$ cat config.mk
export PLATFORM = sky130hd
export DESIGN_NAME = rs_forney_flat
export DESIGN_NICKNAME = d
export VERILOG_FILES = /design/src/rtl/gf_pkg.sv /design/src/rtl/rs_forney_if.sv /design/src/rtl/rs_forney_eval.sv /design/src/rtl/rs_forney.sv /design/src/flat_wrapper.sv
export SDC_FILE = /design/constraint.sdc
export NUM_CORES = 1
export LEC_CHECK = 0
export CORE_ASPECT_RATIO = 1.2
export CORE_MARGIN = 2
export CORE_UTILIZATION = 30
export CTS_CLUSTER_SIZE = 16
export DETAILED_ROUTE_END_ITERATION = 12
export HOLD_SLACK_MARGIN = 0.06
export PLACE_DENSITY_LB_ADDON = 0.1
export SETUP_SLACK_MARGIN = 0.2
export SYNTH_ARGS = -nofsm -noshare
export SYNTH_HDL_FRONTEND = slang
export SYNTH_SLANG_ARGS = --single-unit
$ cat constraint.sdc
create_clock -name aclk -period 43.2 [get_ports aclk]
set_input_delay 10.8 -clock aclk [delete_from_list [all_inputs] [get_ports aclk]]
set_output_delay 10.8 -clock aclk [all_outputs]
set_load 0.005 [all_outputs]
$ cat src/rtl/gf_pkg.sv
// GF(2^8) arithmetic shared by the Reed-Solomon decoder stages, plus the
// types used by the Forney error-magnitude block (rs_forney).
// Field: primitive polynomial x^8+x^4+x^3+x^2+1, alpha = 0x02.
package gf_pkg;

  localparam int SYMB_WIDTH  = 8;
  localparam int SYMB_NUM    = 1 << SYMB_WIDTH;
  localparam int T_LEN       = 4;
  localparam int FCR_DEFAULT = 1;

  // Reduction term applied when a shift overflows bit SYMB_WIDTH-1.
  localparam logic [SYMB_WIDTH-1:0] GF_POLY_LOW = 8'h1D;

  typedef logic [SYMB_WIDTH-1:0]             symb_t;
  typedef logic [SYMB_WIDTH:0]               gf_exp_t;
  typedef logic [T_LEN:0][SYMB_WIDTH-1:0]    lambda_t;
  typedef logic [T_LEN-1:0][SYMB_WIDTH-1:0]  symb_vec_t;

  typedef enum logic [1:0] {IDLE, WAIT_POS, EVAL, DONE} forney_state_t;

  // Shift-and-add multiply with modular reduction.
  function automatic symb_t gf_mult(input symb_t a, input symb_t b);
    symb_t p, s;
    p = '0;
    s = a;
    for (int i = 0; i < SYMB_WIDTH; i++) begin
      if (b[i]) p = p ^ s;
      s = s[SYMB_WIDTH-1] ? ((s << 1) ^ GF_POLY_LOW) : (s << 1);
    end
    return p;
  endfunction

  // Square-and-multiply exponentiation.
  function automatic symb_t gf_pow(input symb_t a, input gf_exp_t e);
    symb_t r, b;
    r = symb_t'(1);
    b = a;
    for (int i = 0; i <= SYMB_WIDTH; i++) begin
      if (e[i]) r = gf_mult(r, b);
      b = gf_mult(b, b);
    end
    return r;
  endfunction

  function automatic symb_t gf_alpha_to_symb(input gf_exp_t e);
    return gf_pow(symb_t'(2), e);
  endfunction

  // a^(q-2) is the inverse for nonzero a; 0 maps to 0.
  function automatic symb_t gf_inv(input symb_t a);
    return gf_pow(a, gf_exp_t'(SYMB_NUM - 2));
  endfunction

  // Exponent of X^-1 for a symbol position: (q-1-pos) mod (q-1).
  function automatic gf_exp_t gf_pos_inv_exp(input symb_t pos);
    gf_exp_t e;
    e = gf_exp_t'(SYMB_NUM - 1) - {1'b0, pos};
    if (e >= gf_exp_t'(SYMB_NUM - 1)) e = e - gf_exp_t'(SYMB_NUM - 1);
    return e;
  endfunction

  // Formal derivative in characteristic 2: even-index coefficients vanish.
  // Result d[k] = lambda[k+1] for odd k+1, so evaluating d gives Lambda'(x).
  function automatic symb_vec_t gf_poly_deriv_odd(input lambda_t lam);
    symb_vec_t d;
    for (int k = 0; k < T_LEN; k++) d[k] = (k % 2 == 0) ? lam[k+1] : '0;
    return d;
  endfunction

endpackage

$ cat src/rtl/rs_forney_if.sv
// Error-magnitude output stream: (position, value) beats to the corrector.
interface rs_forney_if;
  import gf_pkg::*;

  symb_t err_pos;
  symb_t err_val;
  logic  err_vld;
  logic  err_last;
  logic  err_rdy;

  modport master (output err_pos, err_val, err_vld, err_last, input err_rdy);
  modport slave  (input err_pos, err_val, err_vld, err_last, output err_rdy);
endinterface

$ cat src/rtl/rs_forney_eval.sv
// Horner evaluation of an N-coefficient GF polynomial at symbol x
// (coef[0] is the constant term).
module rs_forney_eval
  import gf_pkg::*;
#(
  parameter int N = T_LEN
) (
  input  logic [N-1:0][SYMB_WIDTH-1:0] coef,
  input  symb_t                        x,
  output symb_t                        y
);

  // Highest coefficient first: y = (..(c[N-1]*x + c[N-2])*x ..) + c[0].
  always_comb begin
    y = '0;
    for (int i = N - 1; i >= 0; i--) y = gf_mult(y, x) ^ coef[i];
  end

endmodule

$ cat src/rtl/rs_forney.sv
// Reed-Solomon Forney stage: captures Lambda/Omega, then the Chien positions,
// and streams error magnitudes e_j = Omega(Xj^-1) / Lambda'(Xj^-1)
// (times Xj when FCR=0) as (pos, val) beats.
// Optional: RS_FORNEY_ROOT_CHECK_EN also checks Lambda(Xj^-1)==0 per position
// and flags the block as failed otherwise.
module rs_forney
  import gf_pkg::*;
#(
  parameter int FCR       = FCR_DEFAULT,
  parameter int EVAL_PIPE = 1
) (
  input  logic        aclk,
  input  logic        aresetn,
  input  lambda_t     error_locator,
  input  symb_vec_t   error_evaluator,
  input  logic        error_locator_vld,
  input  symb_vec_t   error_positions,
  input  logic        error_positions_vld,
  input  logic        rs_chien_err,
  rs_forney_if.master err_if,
  output logic        forney_done,
  output logic        forney_fail
);

  localparam int STAGES = 2 + EVAL_PIPE;
  localparam int IDXW   = $clog2(T_LEN + 1);

  forney_state_t   state, state_n;
  lambda_t         lam_r;
  symb_vec_t       omg_r, pos_r;
  logic [IDXW-1:0] nerr_c, nerr_r, idx;
  logic            fail_r;
  logic [STAGES:1] vld_pipe;
  logic            issue_vld, advance, last_xfer, take_pos, early_exit;
  symb_t           pos_sel;
  symb_t           s1_pos, s1_xinv;
  logic            s1_last;
  symb_t           num_c, den_c;
  logic            root_bad_c;
  symb_t           e_pos, e_num, e_den, e_val;
  logic            e_last, e_root_bad, e_vld;
  symb_t           out_pos, out_val;
  logic            out_last;

  // Degree of Lambda = number of errors to process.
  always_comb begin
    nerr_c = '0;
    for (int i = 1; i <= T_LEN; i++)
      if (error_locator[i] != '0) nerr_c = IDXW'(i);
  end

  assign take_pos   = (state == WAIT_POS) && error_positions_vld && !error_locator_vld;
  assign early_exit = rs_chien_err || (lam_r[0] == '0) || (nerr_r == '0);
  assign advance    = !vld_pipe[STAGES] || err_if.err_rdy;
  assign last_xfer  = vld_pipe[STAGES] && err_if.err_rdy && out_last;
  assign issue_vld  = (state == EVAL) && (idx < nerr_r);

  // State register.
  always_ff @(posedge aclk or negedge aresetn)
    if (!aresetn) state <= IDLE;
    else          state <= state_n;

  // Next state; a new polynomial pair aborts whatever block is in flight.
  always_comb begin
    state_n = state;
    if (error_locator_vld) state_n = WAIT_POS;
    else begin
      case (state)
        IDLE:     state_n = IDLE;
        WAIT_POS: if (error_positions_vld) state_n = early_exit ? DONE : EVAL;
        EVAL:     if (last_xfer) state_n = DONE;
        DONE:     state_n = IDLE;
        default:  state_n = IDLE;
      endcase
    end
  end

  // Polynomial capture and position capture.
  always_ff @(posedge aclk or negedge aresetn)
    if (!aresetn) begin
      lam_r  <= '0;
      omg_r  <= '0;
      nerr_r <= '0;
      pos_r  <= '0;
    end else begin
      if (error_locator_vld) begin
        lam_r  <= error_locator;
        omg_r  <= error_evaluator;
        nerr_r <= nerr_c;
      end
      if (take_pos) pos_r <= error_positions;
    end

  // Block failure flag: set at position capture or by any bad beat, sticky.
  always_ff @(posedge aclk or negedge aresetn)
    if (!aresetn)                fail_r <= 1'b0;
    else if (error_locator_vld)  fail_r <= 1'b0;
    else if (take_pos)           fail_r <= rs_chien_err || (lam_r[0] == '0);
    else if (advance && e_vld && (e_den == '0 || e_root_bad)) fail_r <= 1'b1;

  // Position index issue counter.
  always_ff @(posedge aclk or negedge aresetn)
    if (!aresetn)                                  idx <= '0;
    else if (error_locator_vld || state != EVAL)   idx <= '0;
    else if (issue_vld && advance)                 idx <= idx + IDXW'(1);

  always_comb begin
    pos_sel = '0;
    for (int i = 0; i < T_LEN; i++)
      if (idx == IDXW'(i)) pos_sel = pos_r[i];
  end

  // Valid shift register; the whole pipe stalls while the output is held.
  always_ff @(posedge aclk or negedge aresetn)
    if (!aresetn)               vld_pipe <= '0;
    else if (error_locator_vld) vld_pipe <= '0;
    else if (advance)           vld_pipe <= {vld_pipe[STAGES-1:1], issue_vld};

  // Stage 1: position -> X^-1.
  always_ff @(posedge aclk or negedge aresetn)
    if (!aresetn) begin
      s1_pos  <= '0;
      s1_xinv <= '0;
      s1_last <= 1'b0;
    end else if (advance) begin
      s1_pos  <= pos_sel;
      s1_xinv <= gf_alpha_to_symb(gf_pos_inv_exp(pos_sel));
      s1_last <= (idx == nerr_r - IDXW'(1));
    end

  rs_forney_eval #(.N(T_LEN)) u_num_eval (
    .coef (omg_r),
    .x    (s1_xinv),
    .y    (num_c)
  );

  rs_forney_eval #(.N(T_LEN)) u_den_eval (
    .coef (gf_poly_deriv_odd(lam_r)),
    .x    (s1_xinv),
    .y    (den_c)
  );

`ifdef RS_FORNEY_ROOT_CHECK_EN
  symb_t lam_c;

  rs_forney_eval #(.N(T_LEN + 1)) u_lam_eval (
    .coef (lam_r),
    .x    (s1_xinv),
    .y    (lam_c)
  );

  assign root_bad_c = (lam_c != '0);
`else
  assign root_bad_c = 1'b0;
`endif

  generate
    if (EVAL_PIPE != 0) begin : g_eval_reg
      // Stage 2: registered evaluation results.
      always_ff @(posedge aclk or negedge aresetn)
        if (!aresetn) begin
          e_pos      <= '0;
          e_num      <= '0;
          e_den      <= '0;
          e_last     <= 1'b0;
          e_root_bad <= 1'b0;
        end else if (advance) begin
          e_pos      <= s1_pos;
          e_num      <= num_c;
          e_den      <= den_c;
          e_last     <= s1_last;
          e_root_bad <= root_bad_c;
        end
    end else begin : g_eval_comb
      assign e_pos      = s1_pos;
      assign e_num      = num_c;
      assign e_den      = den_c;
      assign e_last     = s1_last;
      assign e_root_bad = root_bad_c;
    end
  endgenerate

  assign e_vld = vld_pipe[STAGES-1];

  // Forney division; a zero derivative yields a zero magnitude.
  always_comb begin
    e_val = '0;
    if (e_den != '0) begin
      e_val = gf_mult(e_num, gf_inv(e_den));
      if (FCR == 0) e_val = gf_mult(e_val, gf_alpha_to_symb({1'b0, e_pos}));
    end
  end

  // Output register; empty slots load zeros so idle outputs read 0.
  always_ff @(posedge aclk or negedge aresetn)
    if (!aresetn) begin
      out_pos  <= '0;
      out_val  <= '0;
      out_last <= 1'b0;
    end else if (error_locator_vld) begin
      out_pos  <= '0;
      out_val  <= '0;
      out_last <= 1'b0;
    end else if (advance) begin
      out_pos  <= e_vld ? e_pos : '0;
      out_val  <= e_vld ? e_val : '0;
      out_last <= e_vld && e_last;
    end

  assign err_if.err_pos  = out_pos;
  assign err_if.err_val  = out_val;
  assign err_if.err_last = out_last;
  assign err_if.err_vld  = vld_pipe[STAGES];

  // A recapture in DONE aborts the block, so its done pulse is suppressed.
  assign forney_done = (state == DONE) && !error_locator_vld;
  assign forney_fail = forney_done && fail_r;

endmodule

$ cat src/flat_wrapper.sv
// flat-port wrapper written by rule: the top's interface ports become plain ports
module rs_forney_flat import gf_pkg::*;
#(
  parameter int FCR       = FCR_DEFAULT,
  parameter int EVAL_PIPE = 1
)
  (aclk, aresetn, error_locator, error_evaluator, error_locator_vld, error_positions, error_positions_vld, rs_chien_err, forney_done, forney_fail, err_if_err_pos, err_if_err_val, err_if_err_vld, err_if_err_last, err_if_err_rdy);
  rs_forney_if err_if_i ();
  input  logic aclk;
  input  logic aresetn;
  input  lambda_t error_locator;
  input  symb_vec_t error_evaluator;
  input  logic error_locator_vld;
  input  symb_vec_t error_positions;
  input  logic error_positions_vld;
  input  logic rs_chien_err;
  output logic forney_done;
  output logic forney_fail;
  output wire logic [$bits(err_if_i.err_pos)-1:0] err_if_err_pos;
  output wire logic [$bits(err_if_i.err_val)-1:0] err_if_err_val;
  output wire logic [$bits(err_if_i.err_vld)-1:0] err_if_err_vld;
  output wire logic [$bits(err_if_i.err_last)-1:0] err_if_err_last;
  input wire logic [$bits(err_if_i.err_rdy)-1:0] err_if_err_rdy;
  assign err_if_err_pos = err_if_i.err_pos;
  assign err_if_err_val = err_if_i.err_val;
  assign err_if_err_vld = err_if_i.err_vld;
  assign err_if_err_last = err_if_i.err_last;
  assign err_if_i.err_rdy = err_if_err_rdy;
  rs_forney #(.FCR(FCR), .EVAL_PIPE(EVAL_PIPE)) u_core (.aclk(aclk), .aresetn(aresetn), .error_locator(error_locator), .error_evaluator(error_evaluator), .error_locator_vld(error_locator_vld), .error_positions(error_positions), .error_positions_vld(error_positions_vld), .rs_chien_err(rs_chien_err), .err_if(err_if_i), .forney_done(forney_done), .forney_fail(forney_fail));
endmodule
# After elaboration in Yosys (flattened, before gate mapping)
# Index checks and enable logic that the tools add are counted.
word_totals:
  register_bits: 159
  wordCells: 1415
classes:
  muxes: 854
  add_sub_neg: 4
  order_cmp: 2
  bitwise: 487
  n_reduce_logical: 32
  eq_ne: 10
op_table:
  columns: ["op", "count"]
  rows:
  - ["$mux 8", 588]
  - ["$xor 8x8->8", 242]
  - ["$mux 5", 239]
  - ["$not 4->4", 238]
  - ["$reduce_bool 8->1", 5]
  - ["$mux 3", 8]
  - ["$mux 9", 2]
  - ["$logic_not 8->1", 2]
  - ["$logic_and 1x1->1", 11]
  - ["$mux 2", 5]
  - ["$ge 9x8->1 const B", 1]
  - ["$sub 8x8->9 const A", 1]
  - ["$sub 9x8->9 const B", 1]
  - ["$mux 1", 8]
  - ["$mux 7", 1]
  - ["$not 1->1", 7]
  - ["$eq 3x2->1 const B", 2]
  - ["$logic_not 3->1", 2]
  - ["$mux 6", 1]
  - ["$pmux 2 s3", 1]
  - ["$eq 2x2->1 const B", 2]
  - ["$logic_or 1x1->1", 4]
  - ["$mux 4", 1]
  - ["$reduce_bool 2->1", 2]
  - ["other kinds (14)", 15]

# Depth between registers and ports, before layout
depth:
  depth_word: 258
  mapped_depth: 71
  mapped_depth_nobuf: 58

# Cells and area by module
# Synthesis repeated with hierarchy kept, for this count alone.
hier_totals:
  hier_cells: 3923
  hier_area_um2: 32593.8
modules_own_cells:
  columns: ["mod", "instances", "area_per_inst_um2", "cells_per_inst"]
  rows:
  - ["rs_forney", 1, 23953.0, 2882]
  - ["rs_forney_eval (u_core.u_num_eval)", 1, 4395.5, 525]
  - ["rs_forney_eval (u_core.u_den_eval)", 1, 4245.3, 516]

# Least setup slack after synthesis
# OpenSTA, ideal clock, no wires.
synth_path:
  kind: "input to output"
  start: "in error_locator_vld"
  end: "out forney_fail"
  arrival_time_ns: 11.612
  stages: 4
  path_slack_ns: 20.788
  required_time_ns: 32.400
  cell_sequence: "clkbuf_1 > clkbuf_1 > nor2b_1 > and2_1"
synth_between:
  elab_chain_len: 3
synth_rtl:
  columns: ["item", "line_no", "text"]
  rows:
  - ["start: declaration", "flat_wrapper.sv:13", "input logic error_locator_vld;"]
  - ["$logic_not 1->1", "rs_forney.sv:216", "assign forney_done = (state == DONE) && !error_locator_vld;"]
  - ["$logic_and 1x1->1", "rs_forney.sv:216", null]
  - ["via forney_done", "flat_wrapper.sv:17", "output logic forney_done;"]
  - ["$logic_and 1x1->1", "rs_forney.sv:217", "assign forney_fail = forney_done && fail_r;"]
  - ["end: declaration", "flat_wrapper.sv:18", "output logic forney_fail;"]
# The timed path passes the listed nets, and every way through them passes these cells.

# Worst setup path after layout
layout_path:
  start: "in error_locator_vld"
  end: "out forney_fail"
layout_between:
  elab_chain_len: 3
layout_rtl:
  columns: ["item", "line_no"]
  rows:
  - ["$logic_not 1->1", "rs_forney.sv:216"]
  - ["$logic_and 1x1->1", "rs_forney.sv:216"]
  - ["$logic_and 1x1->1", "rs_forney.sv:217"]
# Every way passes these cells.

==> impl_metrics.tcl <==
set metrics [dict create \
    grt_use_met1 0.237 \
    post_cts_resized 0 \
    areaGrowthSynthToFinish_pct 10.4 \
    startpoint "error_locator_vld" \
    cp.arrival_ps 11870 \
    synth_top_family_by_area "XOR/XNOR gates" \
    period_minus_slack_ps 22670 \
    final_common_cell "xnor2_1" \
    use_met3 0.0133 \
    grt_remaining_overflow 0 \
    hold_viol 0 \
    vias 24931 \
    synth_xor_area_frac 0.400 \
    cp.required_ps 32400 \
    rsz0062_at_grt "false" \
    cp_max_fo 27 \
    fin_ws_ps 20530 \
    synth_area_um2 29200 \
    finalSetupViolCount 0 \
    grt_antenna_before_repair 0 \
    slew-limit-headroom 0.254 \
    place_area_um2 31600 \
    fin_crit_sh 0.525 \
    design_area_um2 32200 \
    status "finished, final reports clean" \
    cts_hold_buf 0 \
    fill_cells 10395 \
    cts_max_level 4 \
    drt-total-wl_mm 91.4 \
    first_pass_iters 6 \
    dp_cells 4919 \
    preCtsSetupSlack_ps 20510 \
    grt_max_degree 63 \
    n_antenna_cell 0 \
    tritoncts "done" \
    yosysWarnings 0 \
    ys_ff_latch 159 \
    grt_pass1_vias 24654 \
    syn_avg_cell_area_um2 7.89 \
    slew_violations 0 \
    mostFrequentLayoutCells "669 x xnor2_1, 574 x nand2_1, 390 x nor2_1" \
    dieArea_um2 99700 \
    maxCapViolCount 0 \
    gp_congestion 0.805 \
    synth_compound_area_frac 0.150 \
    grt_use_total 0.182 \
    clk_pin_slew_ps 70 \
    rows 125 \
    synth_simple_gate_area_share 0.197 \
    clockRootBuffer "clkbuf_16" \
    cts_buffer_depth 2 \
    vias_per_cell 5.04 \
    io_buffer_count 129 \
    muxShareOfSynthArea 0.0628 \
    worst-slew-pin-transition_ps 1110 \
    synth-edff-count 0 \
    worstSetupEndpointType "output pin" \
    drive_gt1_frac 0.0894 \
    ios 130 \
    cp-start-kind "primary input" \
    cts_setup_buffers 0 \
    ys.flop_type "dfrtp_1" \
    dieWidth_um 289 \
    worst-setup-path-type "primary input to output pin" \
    fin_skew_ps 15.9 \
    hp-start "u_core.e_pos[2]$_DFFE_PN0N_" \
    seq_area_frac_synth 0.136 \
    worstHoldPathType "flip-flop to flip-flop" \
    dp_hpwl_mm 66.2 \
    synth_nets 3829 \
    clock_sink_count 159 \
    synthAdderAreaFrac 0.0107 \
    grt-busiest-layer "met2" \
    cts-buffers-inserted 17 \
    final_nets 3803 \
    grt_pass1_wl_mm 146 \
    drc 0 \
    synth-async-reset-ratio 1.00 \
    clock.fmax_ghz 0.0441 \
    fin_cells 4951 \
    initial_core_util 0.302 \
    drtIter0Drc 1418 \
    clk_latency_ps 470 \
    rr_startpoint "u_core.e_den[0]$_DFFE_PN0N_" \
    synthCells 3694 \
    tns_ps 0 \
    core_um2 96700 \
    final_antenna_net_count 0 \
    dieHeight_um 346 \
    grtUsageMet2 0.327 \
    wire_per_inst_um 18.5 \
    ys_types 102 \
]
-- cells in the mapped netlist, types with 11 or more instances --
| cell | instances | share of area |
|---|---|---|
| a22oi_1 | 46 | 0.012 |
| a31oi_1 | 29 | 0.0062 |
| inv_1 | 34 | 0.0044 |
| mux2i_1 | 58 | 0.020 |
| mux2_2 | 105 | 0.041 |
| xnor3_2 | 11 | 0.0090 |
| o211ai_1 | 30 | 0.0077 |
| nor3_1 | 61 | 0.010 |
| o21ai_0 | 152 | 0.026 |
| nand3_1 | 64 | 0.011 |
| and3_1 | 24 | 0.0051 |
| and2_1 | 22 | 0.0047 |
| nor2b_1 | 30 | 0.0064 |
| nor4_1 | 22 | 0.0047 |
| clkbuf_1 | 167 | 0.021 |
| nor2_1 | 390 | 0.050 |
| xor2_2 | 13 | 0.0073 |
| a211oi_1 | 31 | 0.0080 |
| nand2_1 | 574 | 0.074 |
| a221oi_1 | 12 | 0.0036 |
| buf_4 | 18 | 0.0046 |
| o21a_1 | 11 | 0.0028 |
| xnor3_1 | 114 | 0.088 |
| a21oi_1 | 155 | 0.027 |
| nand4_1 | 15 | 0.0032 |
| buf_1 | 19 | 0.0024 |
| xnor2_1 | 674 | 0.20 |
| xor3_1 | 12 | 0.0098 |
| or3_1 | 19 | 0.0041 |
| o21ai_1 | 27 | 0.0046 |
| o221ai_1 | 12 | 0.0036 |
| buf_2 | 43 | 0.0074 |
| dfrtp_1 | 159 | 0.14 |
| ha_1 | 25 | 0.011 |
| nand2b_1 | 38 | 0.0082 |
| o22ai_1 | 32 | 0.0069 |
| xnor2_2 | 19 | 0.011 |
| xor2_1 | 220 | 0.066 |
-- metal layers --
layer / vias up / part of all wire
li1: 12550 / -
met5: - / 0
met4: 0 / 0.012
met1: 11956 / 0.46
met2: 370 / 0.51
met3: 55 / 0.023
-- cells by family after synthesis --
family                   count (synthesis)
buffers and inverters                  297
AO/OA/AOI/OAI                          667
flip-flops                             159
XOR/XNOR                              1070
adder cells (fa/ha/maj)                 25
multiplexers                           167
AND/OR/NAND/NOR                       1309
-- critical path, cell delays in order --
cell	delay, ps
buf_4	230
nor2b_1	200
and2_1	140
clkdlybuf4s50_1	500
-- registers in the layout, indices dropped and copies added (netlist names), 8 cells and up --
register               count
u_core.s1_xinv             8
u_core.lam_r              24
u_core.s1_pos              8
u_core.pos_r              32
u_core.e_num               8
u_core.e_pos               8
u_core.omg_r              32
u_core.e_den               8
u_core.err_if.err_pos      8
u_core.err_if.err_val      8
-- through the flow --
step | hold slack, ps | util
finish | 468 | 0.333
floorplan | 440 | -
global route | 488 | 0.333
detailed placement | 458 | 0.327
CTS | 474 | 0.333
global placement | 451 | 0.327
-- worst paths after layout --
kind / to / slack, ps / depth (start not counted)
max: forney_fail / 20530 / 4
min: u_core.e_pos[2]$_DFFE_PN0N_ / 470 / 2
max reg2reg: u_core.err_if.err_val[4]$_DFFE_PN0P_ / 23880 / 56
min reg2reg: u_core.e_pos[2]$_DFFE_PN0N_ / 470 / 2
max in group asynchronous: u_core.lam_r[12]$_DFFE_PN0P_ / 31750 / 2
min in group asynchronous: u_core.pos_r[19]$_DFFE_PN0P_ / 10250 / 1
-- area by class of cell --
cell class,count,area (µm²),share of cell area
Tap cell,1270,1590,0.0494
Sequential cell,159,3990,0.124
Clock inverter,14,165,0.00513
Inverter,43,161,0.00501
Clock buffer,18,429,0.0133
Multi-Input combinational cell,3238,24000,0.745
Timing Repair Buffer,209,1890,0.0587
Power is not shown: default switching activity piles up to over one toggle a cycle in this logic, so the estimate is an artifact.
